### src/rtl/mem_access_unit.sv
// mem_access_unit: MEM stage between the EX/MEM latch and a word-only Dmem.
// Loads extract and extend a byte/half from the read word (big-endian lanes).
// Word stores write directly. Sub-word stores take two cycles: the first cycle
// reads the word and merges the new lane, and the second cycle writes it back.
// The MEM/WB latch is registered here.
// Optional feature macro: MEM_MISALIGN_TRAP_EN. When it is defined, a misaligned
// half or word access traps. When it is undefined, the low offset bits are
// silently aligned.
module mem_access_unit #(
  parameter logic [31:0] DMEM_BASE  = 32'h1001_0000,
  parameter int unsigned DMEM_WORDS = 1024
) (
  input  logic        clk,
  input  logic        rst,
  input  logic        ex_valid,
  input  logic        ex_mem_read,
  input  logic        ex_mem_write,
  input  logic [1:0]  ex_size,
  input  logic        ex_unsigned,
  input  logic [31:0] ex_addr,
  input  logic [31:0] ex_wdata,
  input  logic        ex_reg_write,
  input  logic [4:0]  ex_rd,
  input  logic        flush,
  output logic        dmem_ena,
  output logic        dmem_wena,
  output logic [31:0] dmem_addr_in,
  output logic [31:0] dmem_addr_out,
  output logic [31:0] dmem_wdata,
  input  logic [31:0] dmem_rdata,
  output logic        stall,
  output logic        wb_valid,
  output logic        wb_reg_write,
  output logic [4:0]  wb_rd,
  output logic [31:0] wb_data,
  output logic        exc_mem,
  output logic [31:0] exc_addr
);

  // state  | meaning
  // IDLE   | normal access; loads, word stores and non-memory ops complete here
  // RMW_WR | write back the merged word of a sub-word store
  typedef enum logic {IDLE, RMW_WR} state_t;

  localparam logic [32:0] BASE33 = {1'b0, DMEM_BASE};
  localparam logic [32:0] END33  = BASE33 + (33'(DMEM_WORDS) << 2);

  state_t      state, state_nxt;
  logic [31:0] rmw_buf, rmw_addr;
  logic [31:0] word_addr;
  logic        live, is_mem, is_sub, in_range, misalign, fault, start_rmw;
  logic [7:0]  lane_byte;
  logic [15:0] lane_half;
  logic [31:0] load_data, merged;

  // Classify the instruction in EX/MEM: liveness, range and alignment faults.
  always_comb begin
    word_addr = {ex_addr[31:2], 2'b00};
    live      = ex_valid & ~flush;
    is_mem    = ex_mem_read | ex_mem_write;
    is_sub    = ~ex_size[1];
    in_range  = ({1'b0, ex_addr} >= BASE33) && ({1'b0, ex_addr} < END33);
`ifdef MEM_MISALIGN_TRAP_EN
    misalign  = ((ex_size == 2'b01) & ex_addr[0]) | (ex_size[1] & (|ex_addr[1:0]));
`else
    misalign  = 1'b0;
`endif
    fault     = live & is_mem & (~in_range | misalign);
    start_rmw = (state == IDLE) & live & ex_mem_write & is_sub & ~fault;
  end

  // Lane selection for loads and lane merge for sub-word stores (byte 0 = [31:24]).
  always_comb begin
    lane_byte = dmem_rdata[31:24];
    case (ex_addr[1:0])
      2'd0: lane_byte = dmem_rdata[31:24];
      2'd1: lane_byte = dmem_rdata[23:16];
      2'd2: lane_byte = dmem_rdata[15:8];
      2'd3: lane_byte = dmem_rdata[7:0];
      default: lane_byte = dmem_rdata[31:24];
    endcase
    lane_half = ex_addr[1] ? dmem_rdata[15:0] : dmem_rdata[31:16];

    case (ex_size)
      2'b00:   load_data = ex_unsigned ? {24'h0, lane_byte} : {{24{lane_byte[7]}}, lane_byte};
      2'b01:   load_data = ex_unsigned ? {16'h0, lane_half} : {{16{lane_half[15]}}, lane_half};
      default: load_data = dmem_rdata;
    endcase

    merged = dmem_rdata;
    if (ex_size == 2'b00) begin
      case (ex_addr[1:0])
        2'd0: merged[31:24] = ex_wdata[7:0];
        2'd1: merged[23:16] = ex_wdata[7:0];
        2'd2: merged[15:8]  = ex_wdata[7:0];
        2'd3: merged[7:0]   = ex_wdata[7:0];
        default: merged = dmem_rdata;
      endcase
    end else if (ex_addr[1]) begin
      merged[15:0] = ex_wdata[15:0];
    end else begin
      merged[31:16] = ex_wdata[15:0];
    end
  end

  // State register.
  always_ff @(posedge clk or negedge rst) begin
    if (!rst) state <= IDLE;
    else      state <= state_nxt;
  end

  // Next state and Dmem/stall drive.
  always_comb begin
    state_nxt     = state;
    dmem_ena      = 1'b0;
    dmem_wena     = 1'b0;
    dmem_addr_in  = word_addr;
    dmem_addr_out = word_addr;
    dmem_wdata    = ex_wdata;
    stall         = 1'b0;
    case (state)
      IDLE: begin
        if (live & is_mem & ~fault) begin
          dmem_ena = 1'b1;
          if (ex_mem_write & ~is_sub) dmem_wena = 1'b1;
        end
        if (start_rmw) begin
          stall     = 1'b1;
          state_nxt = RMW_WR;
        end
      end
      RMW_WR: begin
        dmem_addr_in  = rmw_addr;
        dmem_addr_out = rmw_addr;
        dmem_wdata    = rmw_buf;
        state_nxt     = IDLE;
        if (!flush) begin
          dmem_ena  = 1'b1;
          dmem_wena = 1'b1;
        end
      end
      default: state_nxt = IDLE;
    endcase
  end

  // Capture the merged word and its address while the sub-word store stalls.
  always_ff @(posedge clk or negedge rst) begin
    if (!rst) begin
      rmw_buf  <= 32'h0;
      rmw_addr <= 32'h0;
    end else if (start_rmw) begin
      rmw_buf  <= merged;
      rmw_addr <= word_addr;
    end
  end

  // MEM/WB latch and exception reporting.
  always_ff @(posedge clk or negedge rst) begin
    if (!rst) begin
      wb_valid     <= 1'b0;
      wb_reg_write <= 1'b0;
      wb_rd        <= 5'd0;
      wb_data      <= 32'h0;
      exc_mem      <= 1'b0;
      exc_addr     <= 32'h0;
    end else if (state == RMW_WR) begin
      wb_valid     <= ~flush;
      wb_reg_write <= 1'b0;
      wb_rd        <= ex_rd;
      wb_data      <= ex_addr;
      exc_mem      <= 1'b0;
    end else begin
      exc_mem <= fault;
      if (fault) exc_addr <= ex_addr;
      wb_rd   <= ex_rd;
      wb_data <= (live & ex_mem_read & ~fault) ? load_data : ex_addr;
      if (!live || fault || start_rmw) begin
        wb_valid     <= 1'b0;
        wb_reg_write <= 1'b0;
      end else begin
        wb_valid     <= 1'b1;
        wb_reg_write <= ex_reg_write;
      end
    end
  end

endmodule

### config.mk
export PLATFORM = sky130hd
export DESIGN_NAME = mem_access_unit
export DESIGN_NICKNAME = d
export VERILOG_FILES = /design/src/rtl/mem_access_unit.sv
export SDC_FILE = /design/constraint.sdc
export NUM_CORES = 1
export LEC_CHECK = 0
export CORE_MARGIN = 5
export CORE_UTILIZATION = 40
export CTS_CLUSTER_SIZE = 8
export DETAILED_ROUTE_END_ITERATION = 10
export DONT_BUFFER_PORTS = 1
export GPL_TIMING_DRIVEN = 0
export PLACE_DENSITY_LB_ADDON = 0.2
export SYNTH_ARGS = -nofsm -noshare
export SYNTH_HDL_FRONTEND = slang
export SYNTH_SLANG_ARGS = --single-unit
### constraint.sdc
create_clock -name clk -period 5.3 [get_ports clk]
set_clock_uncertainty 0.15 [all_clocks]
set_input_delay 1.06 -clock clk [delete_from_list [all_inputs] [get_ports clk]]
set_output_delay 1.06 -clock clk [all_outputs]
set_load 0.02 [all_outputs]
==> results.yml <==
outcome:
  status: "completed"
synth:
  yosys.area.top_type_share: 0.4860
  synth_cell_types: 50
  synth-compound-area-share: 0.08261
  synth_fa_ha_area_frac: 0
  synth_xor_area_frac: 0
  synth_area_leaders: "dfrtp_1 49%, mux2_2 23%, buf_4 4.0%"
  synthFlopType: "dfrtp_1"
  yosys.area.top_type: "dfrtp_1"
  syn_inst: 585
  synthSimpleGateAreaFrac: 0.07973
  ys_ff_latch: 135
  yosys_warnings: 0
  synth_area_mm2: 0.006952
  synthTopCellsByCount: "139 x mux2_2, 135 x dfrtp_1, 37 x buf_4, 28 x nand2_1, 25 x o21ai_0"
  synth-edff-count: 0
  ys_seq_area_frac: 0.4860
  yosysMostFrequentCell: "mux2_2"
  synthArstFlopShare: 1.000
  synth_top_family_by_area: "multiplexers"
  syn_avg_cell_area_um2: 11.88
  synthMuxAreaShare: 0.2840
setup_path:
  cp_slowest_cell: "o41ai_1"
  reg2reg_slack_ns: 2.91
  rr_worst_depth: 5
  cp_slowest_stage_delay_ns: 1.11
  worstSetupEndpointType: "output pin"
  cp.arrival_ns: 2.84
  startpoint_type: "input pin"
  timing.rr.start: "state"
  r2r_end: "rmw_addr[6]"
  cp-endpoint: "dmem_ena"
  worstSetupPathType: "input pin to output pin"
  cp.required_ns: 4.09
  crit_chain: "nor4_1 > nand3_1 > o41ai_1"
  crit_start: "ex_addr[20]"
  worst-path-max-fanout: 5
drt:
  wl_per_cell_um: 26.85
  vias: 4771
  wl_um: 22660
  drtIter0Drc: 224
  postRouteAntennaNets: 0
  drc: 0
  drt-pass1-iter-count: 4
  avgViaCountPerCell: 5.653
place:
  portBuffers: 0
  dpl.cell_count: 813
  post_dp_cell_area_mm2: 0.007244
  hpwl_um: 17670
  gp_congestion: 0.9033
finish:
  register_area_mm2: 0.003378
  n_antenna_cell: 0
  stdcell_area_mm2: 0.007878
  n_fill_cell: 1629
  areaGrowthSynthToFinish_pct: 13.32
  drive_above_1_share: 0.3667
  nets: 718
  multi_input_area_mm2: 0.003118
  stdcell_count: 844
timing:
  period_share: 0.7648
  tns_ns: 0
  finalCriticalPeriod_ns: 4.054
  setup_viol: 0
  fmaxAchievable_mhz: 246.7
  max_slew_margin: 0.2108
  maxSlewViolCount: 0
  worstMarginPinSlew_ns: 1.168
  rsz0062_at_grt: "no"
  final_hold_viol_count: 0
grt:
  track_usage: 0.2231
  antenna_found_initial: 2
  grt_pass1_vias: 5273
  grt_max_degree: 136
  grt_pass1_wl_um: 33310
  grt_overflow_total: 0
  grt_use_met2: 0.3605
  met3_usage: 0.08325
  grt_use_met1: 0.2758
  busiest_layer: "met2"
cts:
  cts.path.max_buffers: 2
  tritoncts: "done"
  hold_buffers: 0
  cts_buffers: 17
  clock_sinks: 135
  h-tree-depth: 4
  clock_latency_ns: 0.42
  clk_pin_slew_ns: 0.06
  cts-resized-gates: 0
  postCtsSetupBuffers: 0
  cts_root_buf: "clkbuf_16"
die:
  die_w_um: 141.8
  boundaryPins: 282
  die_h_um: 141.8
  dieArea_mm2: 0.02012
  initial_core_util: 0.4047
  core_area_mm2: 0.01718
  num_rows: 48
job:
  max_cap_violations: 0
min_path:
  hold_class: "input pin to asynchronous set/reset pin"
power:
  irDropWorstVdd_v: 0.0002166
  powerDensity_mw_per_mm2: 350.5
  leakage_nw: 3.575
[layout make-up]
cell class                 instances  area share
sequential                       135      0.4288
multi-input combinational        369      0.3958
clock buffer                      18     0.05448
buffer                            70     0.05257
tap                              225     0.03574
clock inverter                    13     0.02589
inverter                          14    0.006671
[cells by family (layout without fill, tap and decap cells)]
| group | Yosys count | count (layout) |
|---|---|---|
| mux | 177 | 177 |
| flops | 135 | 135 |
| simple gates | 99 | 99 |
| compound gates | 89 | 89 |
| buf+inv | 84 | 115 |
| other cells | 1 | 4 |
[critical path: cells and delay by family]
kind | cells | cell delay (ns)
AO/OA/AOI/OAI | 1 | 1.11
AND/OR/NAND/NOR | 2 | 0.67
[registers in the layout, indices dropped and copies added (netlist names)]
| register | count |
|---|---|
| exc_addr | 32 |
| rmw_buf | 32 |
| wb_data | 32 |
| rmw_addr | 30 |
| wb_rd | 5 |
| exc_mem | 1 |
| state | 1 |
| wb_reg_write | 1 |
| wb_valid | 1 |
[cell usage in the layout (no fill, tap or decap), types with 3 or more instances in the layout]
cell type,instances
mux2_1,13
clkbuf_16,17
a22oi_1,4
clkinv_2,4
mux2i_1,24
bufinv_16,5
a21oi_1,8
or2_2,3
o22ai_1,8
clkbuf_1,23
nor4_1,6
inv_1,14
buf_2,10
o21ai_0,25
nand2_1,28
o22a_1,8
and4_1,3
conb_1,4
and2_1,4
nor2_1,15
nand4_1,3
dfrtp_1,135
nor2b_1,19
a31oi_1,21
mux2_2,139
buf_4,37
a2bb2oi_1,3
nand3_1,3
[worst min path at each step]
stage / from / end / depth (start not counted)
6_report: rst / wb_rd[0] / 0
2_1_floorplan: rmw_addr[16] / rmw_addr[16] / 1
3_5_place_dp: rmw_addr[16] / rmw_addr[16] / 1
5_1_grt: rst / wb_rd[0] / 0
4_1_cts: rst / rmw_addr[21] / 0
3_3_place_gp: rmw_addr[16] / rmw_addr[16] / 1
[per-stage QoR]
stage	hold slack, ns	worst slack (ns)	utilization	power, mW
5_1_grt	0.1628	1.160	0.4586	2.848
3_5_place_dp	0.3204	1.234	0.4218	1.489
6_report	0.1821	1.246	0.4586	2.761
3_3_place_gp	0.3026	1.254	0.4218	1.483
4_1_cts	0.1619	1.236	0.4586	2.788
2_1_floorplan	0.2900	1.615	-	1.431
[where the power goes]
| part | internal [mW] | leakage [nW] | switching, mW |
|---|---|---|---|
| logic | 0.119 | 1.57 | 0.143 |
| clock network | 0.831 | 0.310 | 0.463 |
| registers | 1.09 | 1.69 | 0.115 |
| total | 2.04 | 3.57 | 0.722 |
[layer usage]
metal	share of wire	vias up
met5	0.00057	-
met1	0.41	2372
met3	0.093	36
met2	0.48	244
met4	0.020	2
li1	-	2117
No activity file was read; power rests on OpenSTA's default activity.
